==> src/rtl/dtfag_agu_seq_if.sv <==
// dtfag_agu_seq_if: bus between the FFT stage controller (master) and the
// DTFAG twiddle-address sequencer (slave).
//   start, abort        controller commands (start is a 1-cycle pulse)
//   stall               hold current triple (only when DTFAG_SEQ_STALL_EN)
//   cfg_i/t/j_max       inclusive loop limits, latched on start
//   DTFAG_i/t/j         index triple to DTFAG_AGU
//   ROM_CEN             active-low ROM chip enable to the AGU
//   busy, done          sweep status back to the controller
// Optional feature macro: DTFAG_SEQ_STALL_EN.
`ifndef RADIX_WIDTH
`define RADIX_WIDTH 4
`endif

interface dtfag_agu_seq_if #(
  parameter int unsigned RADIX_W = `RADIX_WIDTH
);
  logic               start;
  logic               abort;
`ifdef DTFAG_SEQ_STALL_EN
  logic               stall;
`endif
  logic [RADIX_W-1:0] cfg_i_max;
  logic [RADIX_W-1:0] cfg_t_max;
  logic [RADIX_W-1:0] cfg_j_max;
  logic [RADIX_W-1:0] DTFAG_i;
  logic [RADIX_W-1:0] DTFAG_t;
  logic [RADIX_W-1:0] DTFAG_j;
  logic               ROM_CEN;
  logic               busy;
  logic               done;

  modport master (
    output start, abort, cfg_i_max, cfg_t_max, cfg_j_max,
`ifdef DTFAG_SEQ_STALL_EN
    output stall,
`endif
    input  DTFAG_i, DTFAG_t, DTFAG_j, ROM_CEN, busy, done
  );

  modport slave (
    input  start, abort, cfg_i_max, cfg_t_max, cfg_j_max,
`ifdef DTFAG_SEQ_STALL_EN
    input  stall,
`endif
    output DTFAG_i, DTFAG_t, DTFAG_j, ROM_CEN, busy, done
  );
endinterface

==> src/rtl/dtfag_agu_seq.sv <==
// dtfag_agu_seq: sequencer for the DTFAG twiddle-factor address generator.
// On start it latches the loop limits and sweeps (i, t, j) as a nested
// counter (j innermost), issuing one triple per cycle with ROM_CEN low,
// then pulses done for one cycle.
// Ports:
//   clk    rising-edge clock
//   rst_n  asynchronous active-low reset
//   bus    dtfag_agu_seq_if.slave (commands, limits, triple, ROM_CEN, status)
// Optional feature macro: DTFAG_SEQ_STALL_EN (adds the stall input; when
// undefined the sweep advances every RUN cycle).
`ifndef RADIX_WIDTH
`define RADIX_WIDTH 4
`endif

module dtfag_agu_seq #(
  parameter int unsigned RADIX_W = `RADIX_WIDTH
) (
  input  logic              clk,
  input  logic              rst_n,
  dtfag_agu_seq_if.slave    bus
);

  typedef enum logic [1:0] {IDLE, RUN, DONE} state_e;

  state_e             state_q, state_d;
  logic [RADIX_W-1:0] i_q, i_d, t_q, t_d, j_q, j_d;
  logic [RADIX_W-1:0] i_max_q, i_max_d, t_max_q, t_max_d, j_max_q, j_max_d;
  logic               rom_cen_q, rom_cen_d;
  logic               busy_q, busy_d;
  logic               done_q, done_d;
  logic               stall_w;
  logic               last_w;

`ifdef DTFAG_SEQ_STALL_EN
  assign stall_w = bus.stall;
`else
  assign stall_w = 1'b0;
`endif

  // Final triple is detected before advancing, so counters never pass max.
  assign last_w = (i_q == i_max_q) && (t_q == t_max_q) && (j_q == j_max_q);

  always_comb begin
    state_d   = state_q;
    i_d       = i_q;
    t_d       = t_q;
    j_d       = j_q;
    i_max_d   = i_max_q;
    t_max_d   = t_max_q;
    j_max_d   = j_max_q;
    rom_cen_d = rom_cen_q;
    busy_d    = busy_q;
    done_d    = 1'b0;

    unique case (state_q)
      IDLE: begin
        rom_cen_d = 1'b1;
        busy_d    = 1'b0;
        if (bus.start && !bus.abort) begin
          i_max_d   = bus.cfg_i_max;
          t_max_d   = bus.cfg_t_max;
          j_max_d   = bus.cfg_j_max;
          i_d       = '0;
          t_d       = '0;
          j_d       = '0;
          rom_cen_d = 1'b0;
          busy_d    = 1'b1;
          state_d   = RUN;
        end
      end

      RUN: begin
        if (bus.abort) begin
          rom_cen_d = 1'b1;
          busy_d    = 1'b0;
          state_d   = IDLE;
        end else if (stall_w) begin
          // hold triple, ROM_CEN stays low so the ROM re-reads the address
        end else if (last_w) begin
          rom_cen_d = 1'b1;
          busy_d    = 1'b0;
          done_d    = 1'b1;
          state_d   = DONE;
        end else if (j_q == j_max_q) begin
          j_d = '0;
          if (t_q == t_max_q) begin
            t_d = '0;
            i_d = i_q + RADIX_W'(1);
          end else begin
            t_d = t_q + RADIX_W'(1);
          end
        end else begin
          j_d = j_q + RADIX_W'(1);
        end
      end

      DONE: begin
        rom_cen_d = 1'b1;
        busy_d    = 1'b0;
        state_d   = IDLE;
      end

      default: begin
        rom_cen_d = 1'b1;
        busy_d    = 1'b0;
        state_d   = IDLE;
      end
    endcase
  end

  always_ff @(posedge clk or negedge rst_n) begin
    if (!rst_n) begin
      state_q   <= IDLE;
      i_q       <= '0;
      t_q       <= '0;
      j_q       <= '0;
      i_max_q   <= '0;
      t_max_q   <= '0;
      j_max_q   <= '0;
      rom_cen_q <= 1'b1;
      busy_q    <= 1'b0;
      done_q    <= 1'b0;
    end else begin
      state_q   <= state_d;
      i_q       <= i_d;
      t_q       <= t_d;
      j_q       <= j_d;
      i_max_q   <= i_max_d;
      t_max_q   <= t_max_d;
      j_max_q   <= j_max_d;
      rom_cen_q <= rom_cen_d;
      busy_q    <= busy_d;
      done_q    <= done_d;
    end
  end

  assign bus.DTFAG_i = i_q;
  assign bus.DTFAG_t = t_q;
  assign bus.DTFAG_j = j_q;
  assign bus.ROM_CEN = rom_cen_q;
  assign bus.busy    = busy_q;
  assign bus.done    = done_q;

endmodule
==> src/flat_wrapper.sv <==
// flat-port wrapper written by rule: the top's interface ports become plain ports
module dtfag_agu_seq_flat 
#(
  parameter int unsigned RADIX_W = `RADIX_WIDTH
)
  (clk, rst_n, bus_start, bus_abort, bus_cfg_i_max, bus_cfg_t_max, bus_cfg_j_max, bus_DTFAG_i, bus_DTFAG_t, bus_DTFAG_j, bus_ROM_CEN, bus_busy, bus_done);
  dtfag_agu_seq_if #(.RADIX_W(RADIX_W)) bus_i ();
  input  logic clk;
  input  logic rst_n;
  input wire logic [$bits(bus_i.start)-1:0] bus_start;
  input wire logic [$bits(bus_i.abort)-1:0] bus_abort;
  input wire logic [$bits(bus_i.cfg_i_max)-1:0] bus_cfg_i_max;
  input wire logic [$bits(bus_i.cfg_t_max)-1:0] bus_cfg_t_max;
  input wire logic [$bits(bus_i.cfg_j_max)-1:0] bus_cfg_j_max;
  output wire logic [$bits(bus_i.DTFAG_i)-1:0] bus_DTFAG_i;
  output wire logic [$bits(bus_i.DTFAG_t)-1:0] bus_DTFAG_t;
  output wire logic [$bits(bus_i.DTFAG_j)-1:0] bus_DTFAG_j;
  output wire logic [$bits(bus_i.ROM_CEN)-1:0] bus_ROM_CEN;
  output wire logic [$bits(bus_i.busy)-1:0] bus_busy;
  output wire logic [$bits(bus_i.done)-1:0] bus_done;
  assign bus_i.start = bus_start;
  assign bus_i.abort = bus_abort;
  assign bus_i.cfg_i_max = bus_cfg_i_max;
  assign bus_i.cfg_t_max = bus_cfg_t_max;
  assign bus_i.cfg_j_max = bus_cfg_j_max;
  assign bus_DTFAG_i = bus_i.DTFAG_i;
  assign bus_DTFAG_t = bus_i.DTFAG_t;
  assign bus_DTFAG_j = bus_i.DTFAG_j;
  assign bus_ROM_CEN = bus_i.ROM_CEN;
  assign bus_busy = bus_i.busy;
  assign bus_done = bus_i.done;
  dtfag_agu_seq #(.RADIX_W(RADIX_W)) u_core (.clk(clk), .rst_n(rst_n), .bus(bus_i));
endmodule
==> config.mk <==
export PLATFORM = sky130hd
export DESIGN_NAME = dtfag_agu_seq_flat
export DESIGN_NICKNAME = d
export VERILOG_FILES = /design/src/rtl/dtfag_agu_seq_if.sv /design/src/rtl/dtfag_agu_seq.sv /design/src/flat_wrapper.sv
export SDC_FILE = /design/constraint.sdc
export NUM_CORES = 1
export LEC_CHECK = 0
export ABC_AREA = 1
export CORE_MARGIN = 3
export CORE_UTILIZATION = 51
export DETAILED_ROUTE_END_ITERATION = 16
export PLACE_DENSITY = 0.76
export SKIP_LAST_GASP = 1
export SYNTH_ARGS = -nofsm -noshare
export SYNTH_HDL_FRONTEND = slang
export SYNTH_SLANG_ARGS = --single-unit
==> constraint.sdc <==
create_clock -name clk -period 1.7 [get_ports clk]
set_clock_uncertainty 0.1 [all_clocks]
set_input_delay 0.17 -clock clk [delete_from_list [all_inputs] [get_ports clk]]
set_output_delay 0.17 -clock clk [all_outputs]
set_load 0.1 [all_outputs]
==> metrics.cfg <==
[clocking]
hold_buffers = 0
cts_root_buf = clkbuf_4
clk_pin_slew_ps = 100
clock-sinks = 29
tritoncts = yes
clk_latency_ps = 340
numCtsBuffers = 5
ctsLongestPathBuffers = 2
cts.htree.levels = 2

[die]
placementRows = 19
die_w_um = 60.96
die-area_mm2 = 0.003716
io_pins = 31
initial_utilization_pct = 54.91
fp.dieH_um = 60.96
core_area_mm2 = 0.002805

[yosys]
synth_area_leaders = dfrtp_1 (45%), nand2_1 (12%), nor2_1 (5.8%), nand4_1 (4.9%), inv_1 (4.4%)
yosysSeqAreaShare_pct = 47.20
ys_async_sr_fraction_pct = 100.0
avgSynthCellArea_um2 = 8.237
netlist.area_leader.share_pct = 45.49
yosysWarningCount = 0
yosysTopAreaCell = dfrtp_1
dominantRegCellSynth = dfrtp_1
ys_types = 23
syn_inst = 187
synth_nets = 206
synthesis.area_mm2 = 0.001540
synth_edf_count = 0
ys_ff_latch = 29

[setup_path]
path_cells = nand2_1, nand2_1, nor2_2, nand2_2, o21ai_2, buf_4, nand4_1, nand2_1
worst_setup_path_start_kind = flip-flop
cp_max_fo = 6
critPathMostFrequentCell = nand2_1
critPathCaptureType = flip-flop
cp_slowest_cell = dfrtp_4
path_depth = 8
worst-path-buf-inv = 1
required_ps = 1870
max_stage_delay_ps = 510
r2r_cells = 8
crit_path_start = u_core.bus.DTFAG_j[1]$_DFFE_PN0P_
r2r-start = u_core.bus.DTFAG_j[1]$_DFFE_PN0P_
cp.arrival_ps = 1870
cp_top_family = simple AND/OR/NAND/NOR gates
critPathKind = flip-flop to flip-flop

[global_routing]
overflow = 0
grt_pass1_vias = 1428
grtUsageMet1_pct = 29.11
grt_pass1_wl_um = 6389
grt_max_degree = 30
groute.usage.overall_pct = 23.63
use_met3_pct = 6.809
top_usage_layer = met2
antenna_found_initial = 0
use_met2_pct = 39.39

[timing]
grt_setup_unrepaired = true
relSlewSlack_pct = 75.11
slew_violations = 0
finalSetupViolCount = 0
hold_viol_final = 0
post-route-period-util_pct = 99.95
fin_crit_ps = 1699
fmax_ghz = 0.5885
worst_slack_ps = 0.8822
worstMarginPinSlew_ps = 373.4

[outcome]
status = finished clean

[drt]
firstDrtPassIters = 4
vias = 1522
wirelength_um = 4203
drcViolationCount = 0
viasPerCell = 5.596
wl_per_cell_um = 15.45
drtIter0Drc = 112
ant_nets = 0

[power_and_ir_drop]
p_per_area_mw_per_mm2 = 1045
power.internal_w = 0.001471
clkPwrFrac_pct = 19.5
p_leak_nw = 1.106
p_sw_share_pct = 40.91
peakVddDrop_uv = 746.2
pwr-share-seq_pct = 36.6
p_switching_w = 0.001018
comb_power_share_pct = 43.9

[flow_run]
drv_cap = 0

[layout]
syn2layout_area_growth_pct = 54.67
nFillCells = 148
drive_above_1_share_pct = 38.17
multi_input_area_um2 = 829.5
finalInstanceArea_mm2 = 0.002382
nets = 259
diodes = 0
ff_latch_area_um2 = 772.0

[placement]
place.gp.congestion = 0.8484
place_worst_setup_slack_ps = -52.24
placed_area_mm2 = 0.002177
dp_hpwl_um = 2890
portBuffers = 30

[worst_hold_path]
hold_class = input pin to asynchronous set/reset pin

## cell usage in the layout (no fill, tap or decap), types with 2 or more instances in the layout
master / netlist / final
nand2_4: 0 / 2
nand2_1: 51 / 38
nor2_2: 0 / 2
nor2_4: 2 / 5
clkbuf_8: 0 / 2
nor2_1: 24 / 19
xor2_1: 4 / 4
buf_4: 0 / 19
ha_1: 3 / 3
nand3_1: 10 / 8
xnor2_1: 5 / 5
buf_12: 0 / 15
inv_2: 3 / 4
nand4_1: 12 / 12
dfrtp_1: 28 / 16
nand2_2: 3 / 14
a21oi_1: 9 / 9
nand3_4: 1 / 4
clkbuf_4: 0 / 5
clkdlybuf4s50_1: 0 / 15
inv_1: 18 / 17
dfrtp_4: 0 / 12
mux2_2: 4 / 4
## registers in the layout, summed over array words and instances, names as in the netlist
signal / cells
u_core.bus.DTFAG_t: 4
u_core.bus.DTFAG_j: 4
u_core.i_max_q: 4
u_core.bus.done: 1
u_core.state_q: 2
u_core.bus.busy: 1
u_core.bus.DTFAG_i: 4
u_core.t_max_q: 4
u_core.j_max_q: 4
u_core.bus.ROM_CEN: 1
## path summary, 6_finish.rpt
check | to | slack (ps)
setup / recovery | u_core.bus.DTFAG_i[0]$_DFFE_PN0P_ | 0.9
min in group clk | u_core.t_max_q[0]$_DFFE_PN0P_ | 300
setup reg to reg | u_core.bus.DTFAG_i[0]$_DFFE_PN0P_ | 0.9
hold reg to reg | u_core.bus.ROM_CEN$_DFFE_PN1P_ | 430
max in group asynchronous | u_core.bus.ROM_CEN$_DFFE_PN1P_ | 1070
hold / removal | u_core.bus.DTFAG_t[3]$_DFFE_PN0P_ | 100
## cell type report
type                       instances  area share [%]
tap                               31           1.628
inverter                          21           3.309
multi-input combinational        134           34.82
clock inverter                     1          0.2101
timing repair buffer              49           24.90
clock buffer                       7           2.731
sequential                        29           32.41
## power groups by stage
stage                     combinational, W  sequential (W)  clock, W
after floorplan                   0.000291         0.00122         0
after global placement            0.000968        0.000914         0
after detailed placement           0.00100        0.000922         0
after CTS                          0.00101        0.000909  0.000491
after global routing               0.00116        0.000924  0.000536
final                              0.00109        0.000911  0.000485
## cells by family after synthesis
group | Yosys count | share of synthesized area (%)
xor+xnor | 9 | 5.117
flops | 29 | 47.20
buf+inv | 25 | 6.742
fa+ha+maj | 3 | 2.437
compound gates | 13 | 4.874
mux | 4 | 2.924
simple gates | 104 | 30.71
## Yosys cell counts, types with 2 or more instances
cell type and count:
inv_2 3, nand3_1 10, nor2_1 24, ha_1 3, dfrtp_1 28, nand2_2 3, buf_2 2, o21ai_2 2
nor2_4 2, mux2_2 4, nand4_1 12, xor2_1 4, a21oi_1 9, xnor2_1 5, inv_1 18, nand2_1 51
## worst register-to-register path, cell delays in order, from the launching register on
cell     delay [ps]
dfrtp_4         510
nand2_1          80
nand2_1          60
nor2_2          130
nand2_2         110
o21ai_2         270
buf_4           180
nand4_1          80
nand2_1         100
## metrics by stage
step,util [%],cells,hold WS (ps),setup TNS (ps),power (W)
floorplan,-,187,-225.6,0,0.001509
global placement,77.61,261,411.9,0,0.001882
detailed placement,77.61,261,415.4,-340.6,0.001924
CTS,80.64,269,116.0,0,0.002415
global route,84.92,272,114.3,-499.5,0.002618
finish,84.92,272,99.54,0,0.002489
## layer usage
| layer | up-vias | part of all wire, % |
|---|---|---|
| met4 | 0 | 3.2 |
| met5 | - | 0 |
| met3 | 19 | 6.5 |
| met2 | 74 | 52 |
| li1 | 707 | - |
| met1 | 722 | 38 |
## what timing repair did
action                                  4_1_cts  5_1_grt
endpoints found under the setup margin        9       14
setup buffers                                 0        2
resized for setup                             4       25
pin swaps                                     1        6
cloned                                        0        1
(Power assumes the default switching activity.)
==> RTL change 1 (same flow settings) <==
The macro `RADIX_WIDTH` goes from 4 to 5.
--- a/src/rtl/dtfag_agu_seq_if.sv
+++ b/src/rtl/dtfag_agu_seq_if.sv
@@ -9,5 +9,5 @@
 // Optional feature macro: DTFAG_SEQ_STALL_EN.
 `ifndef RADIX_WIDTH
-`define RADIX_WIDTH 4
+`define RADIX_WIDTH 5
 `endif
 
Ports: changed (6 resized); port bits go from 31 to 37. No check against the original RTL was run, so the function may have changed too.
==> RTL change 1 against the unedited design <==
- the run now ends with negative setup slack left
- power is 19% higher
- fmax hardly changed
- largest cell class unchanged
- count of clock-buffer cells in the layout stayed put
- cell count is 39% higher
- die area is 23% higher
- sequential power is 19% higher
- worst setup slack worse by 0.0015 ns
- combinational power is 19% higher
- final area is 33% higher
- sequential cell count is 6 higher
- first-iteration DRC count is 60% higher
- routed wire length is 35% higher
- synthesized area is 25% higher
==> RTL change 1: results <==
power:
  cellLeakagePower_nw: 1.456
  comb_power_mw: 1.30
  vdd.ir_drop.worst_mv: 0.7047
  sequentialPower_mw: 1.08
  power.switching_mw: 1.169
  p_int_mw: 1.785
clock_tree:
  cts.sinks: 35
  clk_transition_reported_paths_ns: 0.07
placed_design:
  dpl-instance-area_um2: 2843
  dp.final_hpwl_mm: 3.557
  dp_cells: 357
finish:
  inverters: 31
  fin_util: 0.9087
  multi_input_area_share: 0.3432
  seqAreaFraction: 0.2924
  nFillCells: 146
  clockNetworkAreaShare: 0.02561
  layout.nets: 352
grt:
  wire_length_of_the_first_global_routing_pass_mm: 7.955
  track_usage: 0.2369
  grt_start_max_net_pins: 36
status:
  outcome: "complete, but fails checks"
  failed_checks: "negative setup slack"
timing:
  setup_failing_eps_final: 1
  worst_hold_slack_ns: 0.2036
  setup_slack_ns: -0.0005951
floorplan:
  taps: 46
setup_path:
  crit_arrival_ns: 1.77
  worstPathMaxFanout: 7
  setup.worst_path.end: "u_core.bus.DTFAG_i[4]"
  crit_start: "u_core.bus.DTFAG_t[3]"
logic_synthesis:
  synthCells: 245
  synthTopCellsByCount: "nand2_1, nor2_1, dfrtp_1"
  synth_nets: 267
detailed_routing:
  route.detailed.wl_per_inst_um: 15.11
-- RTL change 1: cell families (layout without fill, tap and decap cells) --
kind of cell	Yosys count	in the layout	synth area share
fa+ha+maj	3	3	0.01946
simple gates	141	143	0.3346
xor+xnor	7	7	0.03178
compound gates	19	19	0.05772
mux	5	5	0.02918
flops	35	35	0.4546
buf+inv	35	119	0.07263
-- RTL change 1: repair_timing --
| item | CTS | global route |
|---|---|---|
| gates cloned | 2 | 0 |
| endpoints found under the hold margin | 0 | 0 |
| hold buffers | 0 | 0 |
| buffers inserted | 3 | 7 |
| pin swaps | 6 | 20 |
| setup endpoints to repair | 11 | 19 |
| gates resized for setup | 13 | 36 |
-- RTL change 1: per-layer routing --
layer / vias up / global-route usage / part of all wire
met2: 76 / 0.4119 / 0.53
met5: - / 0 / 0
li1: 950 / - / -
met3: 16 / 0.04326 / 0.054
met4: 0 / 0.07342 / 0.022
met1: 950 / 0.2964 / 0.39
==> RTL change 2 (config.mk and constraints unchanged) <==
Without the edit above. Encoding of `state_e`: now one-hot (3 bits for 3 states).
--- a/src/rtl/dtfag_agu_seq.sv
+++ b/src/rtl/dtfag_agu_seq.sv
@@ -21,5 +21,5 @@
 );
 
-  typedef enum logic [1:0] {IDLE, RUN, DONE} state_e;
+  typedef enum logic [2:0] {IDLE = 3'b001, RUN = 3'b010, DONE = 3'b100} state_e;
 
   state_e             state_q, state_d;
Function: same outputs for any inputs over 10 cycles, from zero or initial values and one cycle with rst_n low; not proved beyond that.
==> RTL change 2 against the unedited design <==
- routed wire length increased by 0.29%
- worst setup slack improved by 0.0042 ns
- synthesized area increased by 2.5%
- final area increased by 0.32%
- power increased by 23%
- cell count increased by 1.8%
- non-clock buffer count decreased by 2
- sequential cell count increased by 1
- sequential power increased by 20%
- largest cell class unchanged
- highest routed layer unchanged
==> RTL change 2: results <==
detailed_routing:
  drt-vias-per-instance: 5.581
  route.detailed.wl_per_inst_um: 15.22
  dr.pass1.iters: 5
  drt_first_iter_violations: 91
status:
  outcome: "finished clean"
timing:
  worst-slew-pin-transition_ns: 0.3745
logic_synthesis:
  synth_seq_area_share: 0.4770
  synth.yosys.warnings: 0
  synthDistinctLibCells: 26
  netlist_top_cells_area: "dfrtp_1, nand2_1, nor2_1"
  synthTopCellsByCount: "nand2_1, dfrtp_1, nor2_1"
grt:
  wire_length_of_the_first_global_routing_pass_mm: 6.196
  track_usage: 0.2270
  global_route.usage.met3: 0.05241
  grtUsageMet2: 0.3976
  grt_start_max_net_pins: 31
  grt_util_met1: 0.2599
power:
  cellLeakagePower_nw: 1.119
  vdd.ir_drop.worst_mv: 1.288
placed_design:
  dp.final_hpwl_mm: 2.853
  gp_congestion: 0.7757
  port_buffers: 30
  place_ws_ns: -0.1127
finish:
  layout.nets: 264
  drive_gt1_frac: 0.3577
  nFillCells: 165
  antennaDiodeCount: 0
setup_path:
  worstPathMaxFanout: 7
  crit_arrival_ns: 1.83
job:
  number_of_max_capacitance_violations_reported: 0
[RTL change 2: repair_timing]
action,4_1_cts,5_1_grt
endpoints found under the setup margin,14,23
buffers inserted,1,4
hold buffers,0,0
pin swaps,0,3
cloned,0,2
gates resized for setup,4,22
[RTL change 2: area by class of cell]
cell class              count  area share
clock buffers               7     0.02304
repair inverters            1    0.002094
repair buffers             47      0.2435
inverters                  24     0.04136
multi-input cells         136      0.3377
well taps                  31     0.01623
clock inverters             1    0.002094
flip-flops and latches     30      0.3340
[RTL change 2: power by group]
part	leakage (nW)	internal (mW)	switching, mW
clock	0.0353	0.200	0.242
combinational	0.731	0.565	0.971
sequential	0.353	0.941	0.149
total	1.12	1.71	1.36
[RTL change 2: cells by family (layout without fill, tap and decap cells)]
group | Yosys count | after routing | synth area share
simple gates | 105 | 106 | 0.2987
flops | 30 | 30 | 0.4770
buf+inv | 28 | 80 | 0.07211
compound gates | 14 | 14 | 0.04991
xor+xnor | 9 | 9 | 0.04992
mux | 4 | 4 | 0.02852
fa+ha+maj | 3 | 3 | 0.02377
[RTL change 2: worst paths after layout]
check                                       from                    end  slack (ns)  cells after the start
min reg2reg                    u_core.t_max_q[2]      u_core.t_max_q[2]        0.44                      2
max                        u_core.bus.DTFAG_j[3]  u_core.bus.DTFAG_t[3]       0.005                      8
min                                        rst_n  u_core.bus.DTFAG_t[3]        0.11                      2
max reg2reg                u_core.bus.DTFAG_j[3]  u_core.bus.DTFAG_t[3]       0.005                      8
max in group asynchronous                  rst_n     u_core.bus.ROM_CEN        1.07                      2
min in group clk                bus_cfg_t_max[1]      u_core.t_max_q[1]        0.29                      3
[RTL change 2: metrics by stage]
stage	cell area (um2)	instances	hold slack (ns)
floorplan	1624	193	-0.2256
global placement	2180	262	0.4124
detailed placement	2180	262	0.4253
CTS	2265	271	0.1236
global route	2390	277	0.1427
finish	2390	277	0.1094
[RTL change 2: critical path, cell delays in order (launching register included)]
cell and delay [ns]:
dfrtp_4 0.51, nand2_1 0.11, nand2_1 0.08, nor2_2 0.10
nand2_2 0.12, nor2_4 0.18, nand3_2 0.18, nand4_1 0.14
nand2_1 0.07
[RTL change 2: metal layers]
metal | vias to the layer above | part of all wire
li1 | 724 | -
met1 | 730 | 0.36
met2 | 84 | 0.54
met3 | 8 | 0.084
met4 | 0 | 0.014
met5 | - | 0
